**src/rtl/multicycle_control_pkg.sv**
```systemverilog
// Shared types and constants for the multicycle RV32I control unit:
// FSM states, opcodes, ALU operation codes and immediate formats.
package multicycle_pkg;

   typedef enum logic [3:0] {
      S_FETCH    = 4'd0,
      S_DECODE   = 4'd1,
      S_MEMADR   = 4'd2,
      S_MEMREAD  = 4'd3,
      S_MEMWB    = 4'd4,
      S_MEMWRITE = 4'd5,
      S_EXEC_R   = 4'd6,
      S_EXEC_I   = 4'd7,
      S_ALUWB    = 4'd8,
      S_BRANCH   = 4'd9,
      S_JAL      = 4'd10,
      S_LUI      = 4'd11,
      S_ILLEGAL  = 4'd12
   } state_t;

   // Which family of operations the ALU decoder should pick from.
   typedef enum logic [2:0] {
      CLS_ADD    = 3'd0,
      CLS_RTYPE  = 3'd1,
      CLS_ITYPE  = 3'd2,
      CLS_BRANCH = 3'd3,
      CLS_PASSB  = 3'd4
   } alu_cls_t;

   localparam logic [6:0] OP_LOAD   = 7'b0000011;
   localparam logic [6:0] OP_STORE  = 7'b0100011;
   localparam logic [6:0] OP_RTYPE  = 7'b0110011;
   localparam logic [6:0] OP_ITYPE  = 7'b0010011;
   localparam logic [6:0] OP_BRANCH = 7'b1100011;
   localparam logic [6:0] OP_JAL    = 7'b1101111;
   localparam logic [6:0] OP_LUI    = 7'b0110111;

   localparam logic [3:0] ALU_ADD    = 4'd0;
   localparam logic [3:0] ALU_SUB    = 4'd1;
   localparam logic [3:0] ALU_AND    = 4'd2;
   localparam logic [3:0] ALU_OR     = 4'd3;
   localparam logic [3:0] ALU_XOR    = 4'd4;
   localparam logic [3:0] ALU_SLL    = 4'd5;
   localparam logic [3:0] ALU_SRL    = 4'd6;
   localparam logic [3:0] ALU_SRA    = 4'd7;
   localparam logic [3:0] ALU_SLT    = 4'd8;
   localparam logic [3:0] ALU_SLTU   = 4'd9;
   localparam logic [3:0] ALU_PASS_B = 4'd10;

   localparam logic [2:0] IMM_I = 3'd0;
   localparam logic [2:0] IMM_S = 3'd1;
   localparam logic [2:0] IMM_B = 3'd2;
   localparam logic [2:0] IMM_J = 3'd3;
   localparam logic [2:0] IMM_U = 3'd4;

   // Branch outcome from the comparison flags; reserved func3 never branches.
   function automatic logic branch_taken(input logic [2:0] f3,
                                         input logic       zero,
                                         input logic       last);
      logic taken;
      case (f3)
         3'b000:         taken = zero;
         3'b001:         taken = ~zero;
         3'b100, 3'b110: taken = last;
         3'b101, 3'b111: taken = ~last;
         default:        taken = 1'b0;
      endcase
      return taken;
   endfunction

   function automatic logic branch_f3_illegal(input logic [2:0] f3);
      return (f3[2:1] == 2'b01);
   endfunction

endpackage

```
**src/rtl/multicycle_control_alu_decoder.sv**
```systemverilog
// Combinational ALU operation select from the sequencer's operation class
// and the instruction's func3 / func7[5] fields.
module alu_decoder
   import multicycle_pkg::*;
(
   input  alu_cls_t   alu_cls_i,
   input  logic [2:0] func3_i,
   input  logic       func7_5_i,
   output logic [3:0] alu_op_o
);

   logic sub_en_s;

   // Only register-register ops may turn func3=000 into SUB; ADDI ignores func7.
   assign sub_en_s = (alu_cls_i == CLS_RTYPE) & func7_5_i;

   // Operation select.
   always_comb begin
      alu_op_o = ALU_ADD;
      case (alu_cls_i)
         CLS_ADD:   alu_op_o = ALU_ADD;
         CLS_PASSB: alu_op_o = ALU_PASS_B;
         CLS_BRANCH: begin
            case (func3_i[2:1])
               2'b10:   alu_op_o = ALU_SLT;
               2'b11:   alu_op_o = ALU_SLTU;
               default: alu_op_o = ALU_SUB;
            endcase
         end
         CLS_RTYPE, CLS_ITYPE: begin
            case (func3_i)
               3'b000:  alu_op_o = sub_en_s ? ALU_SUB : ALU_ADD;
               3'b001:  alu_op_o = ALU_SLL;
               3'b010:  alu_op_o = ALU_SLT;
               3'b011:  alu_op_o = ALU_SLTU;
               3'b100:  alu_op_o = ALU_XOR;
               3'b101:  alu_op_o = func7_5_i ? ALU_SRA : ALU_SRL;
               3'b110:  alu_op_o = ALU_OR;
               3'b111:  alu_op_o = ALU_AND;
               default: alu_op_o = ALU_ADD;
            endcase
         end
         default: alu_op_o = ALU_ADD;
      endcase
   end

endmodule

```
**src/rtl/multicycle_control.sv**
```systemverilog
// Multicycle RV32I control FSM: sequences fetch, decode, execute, memory and
// writeback, with a memory-ready handshake and illegal-opcode flagging.
module multicycle_control
   import multicycle_pkg::*;
#(
   parameter int ALU_CTRL_W  = 4,
   parameter int IMM_SRC_W   = 3,
   parameter int MEM_WAIT_EN = 1
)
(
   input  logic                  clk,
   input  logic                  rst_n,
   input  logic [6:0]            op,
   input  logic [2:0]            func3,
   input  logic [6:0]            func7,
   input  logic                  alu_zero,
   input  logic                  alu_last_bit,
   input  logic                  mem_ready,
   output logic                  pc_write,
   output logic                  ir_write,
   output logic                  adr_source,
   output logic                  mem_read,
   output logic                  mem_write,
   output logic                  reg_write,
   output logic [1:0]            alu_src_a,
   output logic [1:0]            alu_src_b,
   output logic [1:0]            result_src,
   output logic [IMM_SRC_W-1:0]  imm_source,
   output logic [ALU_CTRL_W-1:0] alu_control,
   output logic                  illegal_instr,
   output logic [3:0]            state_dbg
);

   localparam logic WAIT_EN = (MEM_WAIT_EN != 0);

   state_t     state_q, state_d;
   alu_cls_t   alu_cls_s;
   logic [3:0] alu_op_s;
   logic       mem_rdy_s;
   logic       pc_write_s, ir_write_s, adr_source_s, mem_read_s;
   logic       mem_write_s, reg_write_s, illegal_s;
   logic [1:0] alu_src_a_s, alu_src_b_s, result_src_s;
   logic [2:0] imm_s;
   logic       unused_func7_s;

   assign mem_rdy_s      = WAIT_EN ? mem_ready : 1'b1;
   assign unused_func7_s = ^{func7[6], func7[4:0]};

   // State register; reset lands in FETCH and drops any in-flight access.
   always_ff @(posedge clk or negedge rst_n) begin
      if (!rst_n) begin
         state_q <= S_FETCH;
      end else begin
         state_q <= state_d;
      end
   end

   // Next-state and control decode.
   always_comb begin
      state_d      = state_q;
      pc_write_s   = 1'b0;
      ir_write_s   = 1'b0;
      adr_source_s = 1'b0;
      mem_read_s   = 1'b0;
      mem_write_s  = 1'b0;
      reg_write_s  = 1'b0;
      illegal_s    = 1'b0;
      alu_src_a_s  = 2'd0;
      alu_src_b_s  = 2'd0;
      result_src_s = 2'd0;
      imm_s        = IMM_I;
      alu_cls_s    = CLS_ADD;
      case (state_q)
         S_FETCH: begin
            mem_read_s  = 1'b1;
            alu_src_b_s = 2'd2;
            if (mem_rdy_s) begin
               ir_write_s = 1'b1;
               pc_write_s = 1'b1;
               state_d    = S_DECODE;
            end else begin
               state_d    = S_FETCH;
            end
         end
         S_DECODE: begin
            // Precompute the branch/jump target into the ALU-out register.
            alu_src_a_s = 2'd1;
            alu_src_b_s = 2'd1;
            imm_s       = (op == OP_JAL) ? IMM_J : IMM_B;
            case (op)
               OP_LOAD, OP_STORE: state_d = S_MEMADR;
               OP_RTYPE:          state_d = S_EXEC_R;
               OP_ITYPE:          state_d = S_EXEC_I;
               OP_BRANCH:         state_d = S_BRANCH;
               OP_JAL:            state_d = S_JAL;
               OP_LUI:            state_d = S_LUI;
               default:           state_d = S_ILLEGAL;
            endcase
         end
         S_MEMADR: begin
            alu_src_a_s = 2'd2;
            alu_src_b_s = 2'd1;
            imm_s       = (op == OP_STORE) ? IMM_S : IMM_I;
            state_d     = (op == OP_STORE) ? S_MEMWRITE : S_MEMREAD;
         end
         S_MEMREAD: begin
            mem_read_s   = 1'b1;
            adr_source_s = 1'b1;
            state_d      = mem_rdy_s ? S_MEMWB : S_MEMREAD;
         end
         S_MEMWB: begin
            reg_write_s  = 1'b1;
            result_src_s = 2'd1;
            state_d      = S_FETCH;
         end
         S_MEMWRITE: begin
            mem_write_s  = 1'b1;
            adr_source_s = 1'b1;
            state_d      = mem_rdy_s ? S_FETCH : S_MEMWRITE;
         end
         S_EXEC_R: begin
            alu_src_a_s = 2'd2;
            alu_cls_s   = CLS_RTYPE;
            state_d     = S_ALUWB;
         end
         S_EXEC_I: begin
            alu_src_a_s = 2'd2;
            alu_src_b_s = 2'd1;
            alu_cls_s   = CLS_ITYPE;
            state_d     = S_ALUWB;
         end
         S_ALUWB: begin
            reg_write_s = 1'b1;
            state_d     = S_FETCH;
         end
         S_BRANCH: begin
            alu_src_a_s = 2'd2;
            alu_cls_s   = CLS_BRANCH;
            pc_write_s  = branch_taken(func3, alu_zero, alu_last_bit);
            illegal_s   = branch_f3_illegal(func3);
            state_d     = S_FETCH;
         end
         S_JAL: begin
            // PC takes the DECODE target; rd takes old PC + 4 off the live ALU.
            alu_src_a_s = 2'd1;
            alu_src_b_s = 2'd2;
            pc_write_s  = 1'b1;
            reg_write_s = 1'b1;
            state_d     = S_FETCH;
         end
         S_LUI: begin
            alu_src_b_s = 2'd1;
            imm_s       = IMM_U;
            alu_cls_s   = CLS_PASSB;
            state_d     = S_ALUWB;
         end
         S_ILLEGAL: begin
            illegal_s = 1'b1;
            state_d   = S_FETCH;
         end
         default: begin
            state_d = S_FETCH;
         end
      endcase
   end

   alu_decoder u_alu_decoder (
      .alu_cls_i (alu_cls_s),
      .func3_i   (func3),
      .func7_5_i (func7[5]),
      .alu_op_o  (alu_op_s)
   );

   // While reset is held only the fetch read request is visible, whatever mem_ready does.
   assign pc_write      = rst_n & pc_write_s;
   assign ir_write      = rst_n & ir_write_s;
   assign adr_source    = rst_n & adr_source_s;
   assign mem_read      = rst_n ? mem_read_s : 1'b1;
   assign mem_write     = rst_n & mem_write_s;
   assign reg_write     = rst_n & reg_write_s;
   assign illegal_instr = rst_n & illegal_s;
   assign alu_src_a     = rst_n ? alu_src_a_s  : 2'd0;
   assign alu_src_b     = rst_n ? alu_src_b_s  : 2'd0;
   assign result_src    = rst_n ? result_src_s : 2'd0;
   assign imm_source    = rst_n ? IMM_SRC_W'(imm_s)     : '0;
   assign alu_control   = rst_n ? ALU_CTRL_W'(alu_op_s) : '0;
   assign state_dbg     = state_q;

endmodule

```
**config.mk**
```make
export PLATFORM = sky130hd
export DESIGN_NAME = multicycle_control
export DESIGN_NICKNAME = d
export VERILOG_FILES = /design/src/rtl/multicycle_control_pkg.sv /design/src/rtl/multicycle_control_alu_decoder.sv /design/src/rtl/multicycle_control.sv
export SDC_FILE = /design/constraint.sdc
export NUM_CORES = 1
export LEC_CHECK = 0
export BUFFER_PORTS_ARGS = -buffer_cell sky130_fd_sc_hd__buf_2
export CAP_MARGIN = 5
export CORE_ASPECT_RATIO = 1.4
export CORE_MARGIN = 2
export CORE_UTILIZATION = 44
export CTS_BUF_LIST = sky130_fd_sc_hd__clkbuf_4 sky130_fd_sc_hd__clkbuf_8 sky130_fd_sc_hd__clkbuf_16
export DETAILED_ROUTE_END_ITERATION = 8
export PLACE_DENSITY_LB_ADDON = 0.12
export SLEW_MARGIN = 10
export SYNTH_ARGS = -nofsm -noshare
export SYNTH_HDL_FRONTEND = slang
export SYNTH_HIERARCHICAL = 1
export SYNTH_SLANG_ARGS = --single-unit
```
**constraint.sdc**
```tcl
create_clock -name clk -period 2.2 [get_ports clk]
set_input_delay 0 -clock clk [delete_from_list [all_inputs] [get_ports clk]]
set_output_delay 0 -clock clk [all_outputs]
set_load 0.01 [all_outputs]
```
==> run_summary.xml <==
<?xml version="1.0" encoding="UTF-8"?>
<metrics>
  <group name="routing">
    <metric name="via_count" unit="">1109</metric>
    <metric name="route.antenna.remaining_nets" unit="">0</metric>
    <metric name="postRouteWirelength" unit="µm">2528</metric>
    <metric name="dr.pass1.iters" unit="">4</metric>
    <metric name="detail_route.vias_per_cell" unit="">5.868</metric>
    <metric name="dr.first_iter.drc_count" unit="">31</metric>
    <metric name="drc" unit="">0</metric>
    <metric name="detail_route.wl_per_cell" unit="µm">13.38</metric>
  </group>
  <group name="run">
    <metric name="timing.max_cap.violations" unit="">0</metric>
  </group>
  <group name="grt">
    <metric name="grt_util_all_layers" unit="%">21.95</metric>
    <metric name="wire_length_of_the_first_global_routing_pass" unit="µm">3712</metric>
    <metric name="first_global_vias" unit="">911</metric>
    <metric name="maximum_number_of_pins_on_one_net_before_global_route_repair" unit="">20</metric>
    <metric name="grt_antenna_before_repair" unit="">0</metric>
    <metric name="globalRouteOverflowTotal" unit="">0</metric>
  </group>
  <group name="logic_synthesis">
    <metric name="synth.distinct_cells" unit="">47</metric>
    <metric name="synth_enable_flop_cells" unit="">0</metric>
    <metric name="ys_warn_count" unit="">6</metric>
    <metric name="syn-mean-instance-area" unit="µm²">6.817</metric>
    <metric name="ys_seq_elements" unit="">4</metric>
    <metric name="yosys-top-cells-count" unit="">11 x sky130_fd_sc_hd__nand2_1, 9 x sky130_fd_sc_hd__nand2b_1, 8 x sky130_fd_sc_hd__nor2_1, 7 x sky130_fd_sc_hd__a21oi_1</metric>
    <metric name="synth_area_leader_cell" unit="">sky130_fd_sc_hd__dfrtp_1</metric>
    <metric name="post-synth-top-area-fraction" unit="%">11.75</metric>
    <metric name="post_synth_main_area_contributors" unit="">sky130_fd_sc_hd__dfrtp_1 12%, sky130_fd_sc_hd__nand2b_1 6.6%, sky130_fd_sc_hd__nand2_1 4.8%</metric>
    <metric name="synth_nets" unit="">147</metric>
    <metric name="synthesis.area" unit="µm²">852.1</metric>
    <metric name="async_flop_share" unit="%">100.0</metric>
    <metric name="syn_inst" unit="">125</metric>
    <metric name="synth_ff_type" unit="">sky130_fd_sc_hd__dfrtp_1</metric>
    <metric name="leading_cell_type_by_number_of_instances_after_synthesis" unit="">sky130_fd_sc_hd__nand2_1</metric>
    <metric name="synth_seq_area_share" unit="%">11.75</metric>
  </group>
  <group name="sta">
    <metric name="period_needed" unit="ns">2.087</metric>
    <metric name="hold_violations" unit="">0</metric>
    <metric name="rsz0062_at_grt" unit="">no</metric>
    <metric name="report.final.slew_viol_count" unit="">0</metric>
    <metric name="setup_viol_count_final" unit="">0</metric>
    <metric name="totalNegativeSetupSlack" unit="ns">0</metric>
    <metric name="achievable-frequency" unit="MHz">479.3</metric>
    <metric name="timing.final.crit_share" unit="%">94.84</metric>
    <metric name="finClkSkew" unit="ns">0.0004183</metric>
  </group>
  <group name="floorplan">
    <metric name="die_height" unit="µm">56.07</metric>
    <metric name="initial_utilization" unit="%">47.29</metric>
    <metric name="die_width" unit="µm">41.19</metric>
    <metric name="row_count" unit="">18</metric>
    <metric name="placeableCoreArea" unit="µm²">1802</metric>
    <metric name="io_pins" unit="">46</metric>
    <metric name="die_area" unit="µm²">2309</metric>
  </group>
  <group name="critical_path">
    <metric name="timing.critical_path.from_type" unit="">flip-flop</metric>
    <metric name="cp.required" unit="ns">2.20</metric>
    <metric name="timing.critical_path.to_type" unit="">primary output</metric>
    <metric name="critical_path_arrival" unit="ns">2.09</metric>
    <metric name="worst-setup-path-type" unit="">flip-flop to primary output</metric>
    <metric name="critical_path_peak_fanout" unit="">5</metric>
    <metric name="timing.reg2reg.worst_path_depth" unit="">4</metric>
  </group>
  <group name="cts">
    <metric name="cts_root_buffer" unit="">sky130_fd_sc_hd__clkbuf_4</metric>
    <metric name="cts_inserted_buffers" unit="">3</metric>
    <metric name="clock_sinks" unit="">4</metric>
    <metric name="cts_tree" unit="">built</metric>
    <metric name="clk_pin_slew_worst_paths" unit="ns">0.03</metric>
    <metric name="cts_htree_levels" unit="">1</metric>
    <metric name="ctsLongestPathBuffers" unit="">2</metric>
    <metric name="clk-insertion-delay-late" unit="ns">0.23</metric>
  </group>
  <group name="pwr">
    <metric name="p_total" unit="mW">0.9228</metric>
    <metric name="cellLeakagePower" unit="nW">0.5484</metric>
    <metric name="max-vdd-ir-drop" unit="mV">0.5910</metric>
    <metric name="power_per_cell_area" unit="nW/µm²">803.4</metric>
  </group>
  <group name="placed_design">
    <metric name="number_of_port_buffers" unit="">38</metric>
    <metric name="dp_cells" unit="">184</metric>
    <metric name="globalplace.congestion" unit="">0.8385</metric>
    <metric name="post-dp-hpwl" unit="µm">1992</metric>
  </group>
  <group name="min_path">
    <metric name="hold_class" unit="">input pin to flip-flop</metric>
    <metric name="whs_path_depth" unit="">3</metric>
  </group>
  <group name="final_layout">
    <metric name="largest_register_ffs" unit="">4</metric>
    <metric name="nets" unit="">193</metric>
    <metric name="post_layout_nonfiller_instances" unit="">189</metric>
    <metric name="area.growth.synth_to_final" unit="%">34.80</metric>
    <metric name="n_antenna_cell" unit="">0</metric>
    <metric name="post_route_cells_drive_above_1_share" unit="%">36.69</metric>
  </group>
  <group name="run_status">
    <metric name="status" unit="">finished, final reports clean</metric>
  </group>
</metrics>
## cells in the final DEF (no fill, tap or decap), types with 3 or more instances in the layout
| master | n |
|---|---|
| sky130_fd_sc_hd__nand3_1 | 3 |
| sky130_fd_sc_hd__nor2_1 | 8 |
| sky130_fd_sc_hd__nand2b_1 | 9 |
| sky130_fd_sc_hd__buf_4 | 11 |
| sky130_fd_sc_hd__buf_2 | 38 |
| sky130_fd_sc_hd__xor2_1 | 4 |
| sky130_fd_sc_hd__or4_1 | 3 |
| sky130_fd_sc_hd__and2_1 | 5 |
| sky130_fd_sc_hd__nor2b_2 | 3 |
| sky130_fd_sc_hd__clkbuf_4 | 3 |
| sky130_fd_sc_hd__nor3_1 | 4 |
| sky130_fd_sc_hd__o21ai_0 | 3 |
| sky130_fd_sc_hd__and3_1 | 4 |
| sky130_fd_sc_hd__a21oi_1 | 7 |
| sky130_fd_sc_hd__nor2b_1 | 3 |
| sky130_fd_sc_hd__inv_1 | 3 |
| sky130_fd_sc_hd__nand2_1 | 11 |
| sky130_fd_sc_hd__a21boi_0 | 3 |
## path summary, 6_finish.rpt
| path | startpoint | endpoint | slack [ns] |
|---|---|---|---|
| hold / removal | op[0] | state_dbg[1] | 0.09 |
| min in group asynchronous | rst_n | state_dbg[2] | 0.20 |
| max in group asynchronous | rst_n | state_dbg[3] | 1.75 |
| setup reg to reg | state_dbg[3] | state_dbg[2] | 0.70 |
| hold reg to reg | state_dbg[3] | state_dbg[0] | 0.59 |
| setup / recovery | state_dbg[2] | alu_control[3] | 0.11 |
## area by class of cell
type	instances	area, µm²
clock buffers	3	22.52
fillers	190	653.1
inverters	3	11.26
multi-input cells	109	704.4
flip-flops and latches	4	102.6
well taps	20	25.02
repair buffers	50	282.8
## logic make-up after synthesis
logic type	share of synthesized area [%]
buffers and inverters	7.634
flip-flops	11.75
AND/OR/NAND/NOR	43.32
XOR/XNOR	5.139
other	0.4401
AO/OA/AOI/OAI	29.37
multiplexers	2.350
## power by group
group          internal (mW)  total (mW)  switching [mW]
clock network         0.0607      0.0856          0.0250
registers              0.101       0.139          0.0388
logic                  0.316       0.698           0.381
## what timing repair did
item / CTS / global route
gates resized for setup: 0 / 8
endpoints found under the hold margin: 4 / 0
buffers inserted: 0 / 1
hold buffers: 1 / 0
setup endpoints to repair: 0 / 5
## routing by layer
metal  global-route usage, %  vias up  share of wire, %
met2                   40.40       41                56
li1                        -      552                 -
met1                   23.15      512                39
met5                       0        -                 0
met3                   2.400        4               4.2
met4                   7.373        0               1.2
## worst max-delay path, stage by stage, from the launching register on
cell                       delay, ns
sky130_fd_sc_hd__dfrtp_1        0.41
sky130_fd_sc_hd__nor2b_2        0.18
sky130_fd_sc_hd__buf_4          0.15
sky130_fd_sc_hd__a22o_4         0.23
sky130_fd_sc_hd__nand2b_1       0.13
sky130_fd_sc_hd__or4_1          0.40
sky130_fd_sc_hd__o211ai_1       0.10
sky130_fd_sc_hd__and2_1         0.14
sky130_fd_sc_hd__buf_2          0.12
## through the flow
stage	instance area, µm²	setup WS [ns]	utilization (%)	hold slack [ns]
6_report	1149	0.1135	63.75	0.08622
5_1_grt	1149	0.002185	63.75	0.08464
4_1_cts	1121	0.02751	62.22	0.08290
3_5_place_dp	1089	0.2759	60.42	-0.1007
3_3_place_gp	1089	0.3198	60.42	-0.1042
2_1_floorplan	852.1	0.1996	-	-0.2956
(Power assumes the default switching activity.)
